==> src/rtl/wb_port_arbiter.sv <==
// Register-file write-port arbiter: shares one write port between the RW stage and a
// FIFO-buffered long-latency unit, with starvation relief and end-of-program draining.
module wb_port_arbiter #(
  parameter int unsigned DEPTH    = 2,
  parameter int unsigned MAX_WAIT = 4,
  parameter int unsigned CNT_W    = 3
) (
  input  logic        clk,
  input  logic        reset,
  input  logic        rw_isWb,
  input  logic [3:0]  rw_rd,
  input  logic [31:0] rw_data,
  input  logic        is_last_instruction,
  input  logic        llu_valid,
  input  logic [3:0]  llu_rd,
  input  logic [31:0] llu_data,
  input  logic        llu_busy,
  output logic        llu_ready,
  output logic        rf_we,
  output logic [3:0]  rf_waddr,
  output logic [31:0] rf_wdata,
  output logic        pipe_stall,
  output logic        halted
);

  localparam int unsigned PTR_W = (DEPTH > 1) ? $clog2(DEPTH) : 1;
  localparam int unsigned OCC_W = PTR_W + 1;
  localparam logic [OCC_W-1:0] FULL_OCC   = OCC_W'(DEPTH);
  localparam logic [CNT_W-1:0] WAIT_LIMIT = CNT_W'(MAX_WAIT);

  typedef enum logic [1:0] {StRun, StDrain, StHalted} state_e;

  state_e state_q, state_d;

  logic [3:0]       fifo_rd_q   [DEPTH];
  logic [31:0]      fifo_data_q [DEPTH];
  logic [PTR_W-1:0] wr_ptr_q, rd_ptr_q;
  logic [OCC_W-1:0] occ_q;
  logic [CNT_W-1:0] wait_cnt_q, wait_cnt_d;

  logic        rf_we_q;
  logic [3:0]  rf_waddr_q;
  logic [31:0] rf_wdata_q;

  logic fifo_empty, fifo_full, push, grant_rw, grant_fifo;

  assign fifo_empty = (occ_q == '0);
  assign fifo_full  = (occ_q == FULL_OCC);
  assign llu_ready  = ~fifo_full;
  // Results offered after halting are never retired, so they are not stored either.
  assign push       = llu_valid & ~fifo_full & (state_q != StHalted);

  always_comb begin
    state_d    = state_q;
    pipe_stall = 1'b0;
    halted     = 1'b0;
    grant_rw   = 1'b0;
    grant_fifo = 1'b0;
    case (state_q)
      StRun: begin
        pipe_stall = (wait_cnt_q == WAIT_LIMIT);
        grant_rw   = ~pipe_stall & rw_isWb;
        grant_fifo = ~grant_rw & ~fifo_empty;
        if (is_last_instruction && !pipe_stall) state_d = StDrain;
      end
      StDrain: begin
        pipe_stall = 1'b1;
        grant_fifo = ~fifo_empty;
        if (fifo_empty && !llu_busy && !llu_valid) state_d = StHalted;
      end
      StHalted: begin
        pipe_stall = 1'b1;
        halted     = 1'b1;
      end
      default: state_d = StRun;
    endcase
  end

  always_comb begin
    wait_cnt_d = wait_cnt_q;
    if (fifo_empty || grant_fifo) begin
      wait_cnt_d = '0;
    end else if (wait_cnt_q != WAIT_LIMIT) begin
      wait_cnt_d = wait_cnt_q + 1'b1;
    end
  end

  always_ff @(posedge clk) begin
    if (reset) begin
      state_q    <= StRun;
      wait_cnt_q <= '0;
      wr_ptr_q   <= '0;
      rd_ptr_q   <= '0;
      occ_q      <= '0;
    end else begin
      state_q    <= state_d;
      wait_cnt_q <= wait_cnt_d;
      if (push)       wr_ptr_q <= wr_ptr_q + 1'b1;
      if (grant_fifo) rd_ptr_q <= rd_ptr_q + 1'b1;
      if (push && !grant_fifo) begin
        occ_q <= occ_q + 1'b1;
      end else if (!push && grant_fifo) begin
        occ_q <= occ_q - 1'b1;
      end
    end
  end

  always_ff @(posedge clk) begin
    if (push) begin
      fifo_rd_q[wr_ptr_q]   <= llu_rd;
      fifo_data_q[wr_ptr_q] <= llu_data;
    end
  end

  // Address/data hold their last granted values while rf_we is low.
  always_ff @(posedge clk) begin
    if (reset) begin
      rf_we_q    <= 1'b0;
      rf_waddr_q <= '0;
      rf_wdata_q <= '0;
    end else begin
      rf_we_q <= grant_rw | grant_fifo;
      if (grant_rw) begin
        rf_waddr_q <= rw_rd;
        rf_wdata_q <= rw_data;
      end else if (grant_fifo) begin
        rf_waddr_q <= fifo_rd_q[rd_ptr_q];
        rf_wdata_q <= fifo_data_q[rd_ptr_q];
      end
    end
  end

  assign rf_we    = rf_we_q;
  assign rf_waddr = rf_waddr_q;
  assign rf_wdata = rf_wdata_q;

endmodule

==> config.mk <==
export PLATFORM = sky130hd
export DESIGN_NAME = wb_port_arbiter
export DESIGN_NICKNAME = d
export VERILOG_FILES = /design/src/rtl/wb_port_arbiter.sv
export SDC_FILE = /design/constraint.sdc
export NUM_CORES = 1
export LEC_CHECK = 0
export CAP_MARGIN = 20
export CORE_ASPECT_RATIO = 1.75
export CORE_MARGIN = 10
export CORE_UTILIZATION = 45
export CTS_CLUSTER_DIAMETER = 30
export DETAILED_ROUTE_END_ITERATION = 6
export GPL_TIMING_DRIVEN = 0
export PLACE_DENSITY = 0.74
export SLEW_MARGIN = 20
export SYNTH_ARGS = -nofsm -noshare
export SYNTH_HDL_FRONTEND = slang
export SYNTH_SLANG_ARGS = --single-unit
==> constraint.sdc <==
create_clock -name clk -period 5.8 [get_ports clk]
set_input_delay 1.45 -clock clk [delete_from_list [all_inputs] [get_ports clk]]
set_output_delay 1.45 -clock clk [all_outputs]
set_load 0.05 [all_outputs]
Word-level counts from Yosys, hierarchy flattened:

Memory sizes are Yosys's and may differ from the RTL's. A register that Yosys moved wholly into a read port is not among the register bits.
Cells that the tools add are included.

* input bits: 78
* output and inout port bits: 40
* word-level logic and storage cells: 70
* memories: 2
* RAM bits: 72
* bits in registers: 46

* reduce and logical (&&, ||, !) cells: 18
* add/subtract/negate cells: 5
* bitwise logic cells: 10
* equal/unequal tests: 8
* multiplexer cells: 19

Memory list
* fifo_data_q: depth 2, width 32, rd ports 1, clocked after Yosys merged registers in 1, wr ports 1, line 36 `logic [31:0] fifo_data_q [DEPTH];`
* fifo_rd_q: depth 2, width 4, rd ports 1, clocked after Yosys merged registers in 1, wr ports 1, line 35 `logic [3:0] fifo_rd_q [DEPTH];`

Operator list (number)
* $mux W32: 2
* $mux W1: 8
* $mux W2: 4
* $mux W4: 2
* $ne A2 B2 Y1 const B: 3
* $pmux W2 S3: 1
* $logic_and A1 B1 Y1: 5
* $logic_not A1 Y1: 5
* $not A1 Y1: 5
* $and A1 B1 Y1: 4
* $eq A2 B2 Y1 const B: 2
* $logic_not A2 Y1: 2
* $pmux W1 S2: 2
* $reduce_bool A2 Y1: 2
* $reduce_or A2 Y1: 2
* $add A3 B1 Y3 const B: 1
* $eq A3 B3 Y1 const B: 1
* $ne A3 B3 Y1 const B: 1
* $reduce_and A3 Y1: 1
* $add A1 B1 Y1 const B: 2
* $add A2 B1 Y2 const B: 1
* $eq A2 B1 Y1 const B: 1
* $sub A2 B1 Y2 const B: 1
* $logic_or A1 B1 Y1: 1
* $or A1 B1 Y1: 1

Depth between registers and ports, before layout:

Gate-level depths: netlist (run 1).

* depth in word-level cells: 9
* gate-level depth with buffers: 12
* mapped depth without buffers: 9

Worst setup path before layout (run 1):

No wires, ideal clock.

* path type: in2reg
* start point: input llu_valid
* end point: memory fifo_data_q[0][0], enable pin
* path buffers: 0
* setup slack: 2.047 ns
* data required time: 5.367 ns
* setup time: 0.433 ns
* cell stages on the path: 2
* arrival time: 3.319 ns
* path through: and3b_1 nor2b_1

* word-level cells in the longest chain between the ends: 4

RTL lines
* start, declared: line 14 `input logic llu_valid,`
* $and A1 B1 Y1 (2 in a row): line 51 `assign push = llu_valid & ~fifo_full & (state_q != StHalted);`
* $mux W1: line 109 `if (push) begin`
* $mux W1 (implied by the code): line 111 `fifo_data_q[wr_ptr_q] <= llu_data;`
* end, declared: line 36

Every way passes these cells.

Worst setup path after layout (run 1):

* start point: register state_q[0]
* end point: output pipe_stall

* word-level cells in the longest chain between the ends: 3
* elaborated cells on any way between the ends: 5
* those cells by class: eq/ne (2); mux (1); reduce/logical (2)

RTL lines
* start, declared: line 33 `state_e state_q, state_d;`
* start signal, assigned: line 90 `state_q <= StRun;`
* start signal, assigned: line 96 `state_q <= state_d;`
* $eq A2 B1 Y1 or $eq A2 B2 Y1 (tied branches): line 59 `case (state_q)`
* $reduce_or A2 Y1 (no line)
* $pmux W1 S2 *: line 59
* end, declared: line 22 `output logic pipe_stall,`

Every way passes the cells marked *; elsewhere a longest branch is shown, timed or not.

==> results of run 1 <==
metrics by stage:
| stage | instance area [um2] | utilization, % | total power, mW |
|---|---|---|---|
| 6_report | 6710 | 65.5 | 3.36 |
| 5_1_grt | 6710 | 65.5 | 3.51 |
| 4_1_cts | 6710 | 65.5 | 3.40 |
| 3_5_place_dp | 6090 | 59.5 | 2.30 |
| 3_3_place_gp | 6020 | 58.8 | 2.25 |
| 2_1_floorplan | 4690 | - | 1.93 |
critical path, delay by kind of cell (launching register included):
family                     cells  cell delay, ns
AOI/OAI and AO/OA              1            0.17
adders and majority gates      1            0.20
buffers and inverters          3            0.97
DFF                            1            0.38
and+or+nand+nor                1            0.05
logic make-up after synthesis:
logic type,count (synthesis),share of synthesized area [%]
buffers and inverters,23,2.88
AO/OA/AOI/OAI,50,8.85
multiplexers,75,17.0
adder cells (fa/ha/maj),7,1.87
AND/OR/NAND/NOR,24,2.56
flip-flops,119,66.1
XOR/XNOR,4,0.747
cell type report:
type	count	area share, %
buffer	17	1.68
tap	127	2.37
multi-input combinational	160	21.8
clock buffer	20	6.51
timing repair buffer	119	18.3
inverter	6	0.336
clock inverter	12	2.71
sequential	119	46.3
cell usage in the layout (no fill, tap or decap), types with 3 or more instances in the layout:
master / netlist / final
dfxtp_1: 47 / 47
buf_2: 6 / 6
buf_4: 3 / 3
clkinv_2: 0 / 4
ha_1: 7 / 7
mux2_2: 28 / 28
bufinv_16: 0 / 5
o2bb2ai_1: 36 / 36
mux2i_1: 38 / 38
clkbuf_1: 5 / 8
inv_1: 5 / 5
clkinv_1: 0 / 3
clkdlybuf4s50_1: 0 / 117
edfxtp_1: 72 / 72
a21oi_1: 3 / 3
nor2_1: 13 / 13
mux2_1: 9 / 9
clkbuf_16: 0 / 17
how the worst max path moves through the flow:
stage | startpoint | endpoint | slack, ns | cells after the start
floorplan | llu_valid | fifo_data_q[0][0]$_DFFE_PP_ | 2.05 | 2
global placement | llu_valid | fifo_data_q[0][0]$_DFFE_PP_ | 0.37 | 3
detailed placement | rw_isWb | occ_q[1]$_SDFFE_PP0P_ | 2.20 | 8
CTS | state_q[0]$_SDFFE_PP0P_ | pipe_stall | 2.16 | 6
global route | state_q[0]$_SDFFE_PP0P_ | pipe_stall | 2.06 | 6
finish | state_q[0]$_SDFFE_PP0P_ | pipe_stall | 2.18 | 6
routing by layer:
metal / vias to the layer above / global-route usage (%)
met5: - / 0
met4: 0 / 6.92
met3: 16 / 4.52
met2: 88 / 29.9
met1: 1454 / 13.6
li1: 1445 / -
flip-flops by register name, summed over array words and instances, names as in the netlist, named ones only:
signal	cells
fifo_data_q	64
wr_ptr_q	1
rd_ptr_q	1
rf_waddr	4
fifo_rd_q	8
rf_we	1
state_q	2
rf_wdata	32
wait_cnt_q	3
occ_q	2
synth_stat cells (all sizes together):
cell type  instances
a2111oi            1
a211oi             2
a21bo              1
a21oi              3
a221oi             1
a22oi              1
a31oi              2
and2               1
and3b              1
buf               12
clkbuf             5
dfxtp             47
edfxtp            72
ha                 7
inv                6
mux2              37
mux2i             38
nand2              1
nand2b             2
nand3              1
nor2              13
nor2b              2
nor3               1
o21ai              2
o22ai              1
o2bb2ai           36
or3                1
or4                1
xnor2              2
xor2               2
report_power, final:
part	leakage (nW)	internal, mW	switching (mW)	total, mW
sequential	1.06	1.08	0.0675	1.15
combinational	0.984	0.481	0.639	1.12
clock	0.304	0.753	0.338	1.09
==> impl_metrics.tcl, run 1 <==
set metrics [dict create \
    place_inst 548 \
    outcome "finished clean" \
    endpoint_kind "output pin" \
    max_slew.worst_pin.slew_ns 0.672 \
    max_cap_violations 0 \
    clock_latency_ns 0.40 \
    fill_cells 785 \
    hold_depth 2 \
    setup.worst_path.class "reg -> out" \
    cts_tree "built" \
    powerDensity_mw_per_mm2 501 \
    grt.total_usage_pct 15.2 \
    hp-start "rd_ptr_q$_SDFFE_PP0P_" \
    drt_pass1_iterations 4 \
    coreArea_mm2 0.0102 \
    synth_area_per_cell_um2 15.5 \
    clockBufferDepth 2 \
    drc 0 \
    grt_pass1_vias 3425 \
    row_count 49 \
    setup_ws_ns 2.18 \
    rrSetupSlack_ns 3.33 \
    whs_ns 0.521 \
    synth_seq_area_share_pct 66.1 \
    grt-ovfl-total 0 \
    path_max_fanout 10 \
    htreeDepth 4 \
    slew_headroom_pct 55.1 \
    worstSetupStartpointType "flop" \
    crit_chain "inv_1, ha_1, buf_4, a31oi_1, nor2_1, clkdlybuf4s50_1" \
    vias 3003 \
    setup_tns_ns 0 \
    drt_iter0_markers 98 \
    ant_nets 0 \
    critical-path-max-stage-delay_ns 0.70 \
    synth_top_area_share_pct 46.1 \
    hpwl_um 8310 \
    seqCellArea_mm2 0.00310 \
    wl_um 11300 \
    cts_setup_buffers 0 \
    yosysWarnings 0 \
    crit_path_top_delay_cell "clkdlybuf4s50_1" \
    synth_cell_types 35 \
    ios 118 \
    fin_crit_sh_pct 62.4 \
    cts_made_buffers 17 \
    die_y_um 155 \
    synth_top_area_cell "edfxtp_1" \
    routabilityCongestion 0.746 \
    holdBufCountCts 0 \
    synth_area_leaders "edfxtp_1 (46%), dfxtp_1 (20%), mux2i_1 (8.1%)" \
    clk_pin_slew_worst_paths_ns 0.05 \
    fmax_mhz 276 \
    grt_pass1_wl_um 18000 \
    synthToLayoutAreaGrowth_pct 42.9 \
    synthesis.area_mm2 0.00469 \
    multiInputGateArea_mm2 0.00146 \
    synthCells 302 \
    post-place-ws_ns 2.20 \
    fin_nets 525 \
    met1Wirelength_um 3900 \
    clockRootBuffer "clkbuf_16" \
    antenna_found_initial 0 \
    final_cells 580 \
    post_cts_resized 0 \
    r2r-start "state_q[0]$_SDFFE_PP0P_" \
    highest_layer "met4" \
    met3_length_um 550 \
    worstPathArrival_ns 2.17 \
    finalHoldViolations 0 \
    cp.required_ns 4.35 \
    die_x_um 97.2 \
    met2WireLength_um 6680 \
    grt_max_degree 20 \
    synth_fp_nets 387 \
    finalCriticalPeriod_ns 3.62 \
    port_buffers 117 \
    cts_sinks 119 \
    slew_viol_final 0 \
    hold_class "reg -> reg" \
    leakage_nw 2.35 \
    reg2regPathDepth 11 \
    r2r-end "occ_q[1]$_SDFFE_PP0P_" \
    grt_setup_unrepaired "false" \
    ys_seq_elements 119 \
    whs_endpoint "rd_ptr_q$_SDFFE_PP0P_" \
    num_antenna_cells 0 \
    drt-wirelength-per-cell_um 19.5 \
    worst_ir_drop_vdd_uv 293 \
    die_area_mm2 0.0151 \
    final-setup-viol-count 0 \
    fin_skew_ns 0.00593 \
    routed_via_density 5.18 \
    drive_above_1_share_pct 16.3 \
    start_util_pct 45.8 \
]
Power figures use the tool's default switching activity.
==> run 2: changes to the inputs <==
==> constraint.sdc (replaced) <==
create_clock -name clk -period 3.6 [get_ports clk]
set_input_delay 0.9 -clock clk [delete_from_list [all_inputs] [get_ports clk]]
set_output_delay 0.9 -clock clk [all_outputs]
set_load 0.05 [all_outputs]
==> results of run 2 <==
The final DEF is identical to that of run 1. Status: finished clean.
Main changes from that run: setup slack after placement 2.20 ns -> 0.552 ns; setup slack after layout 2.18 ns -> 0.529 ns; register-to-register setup slack 3.33 ns -> 1.13 ns; total power 3.36 mW -> 5.41 mW; worst IR drop on VDD 293 uV -> 472 uV
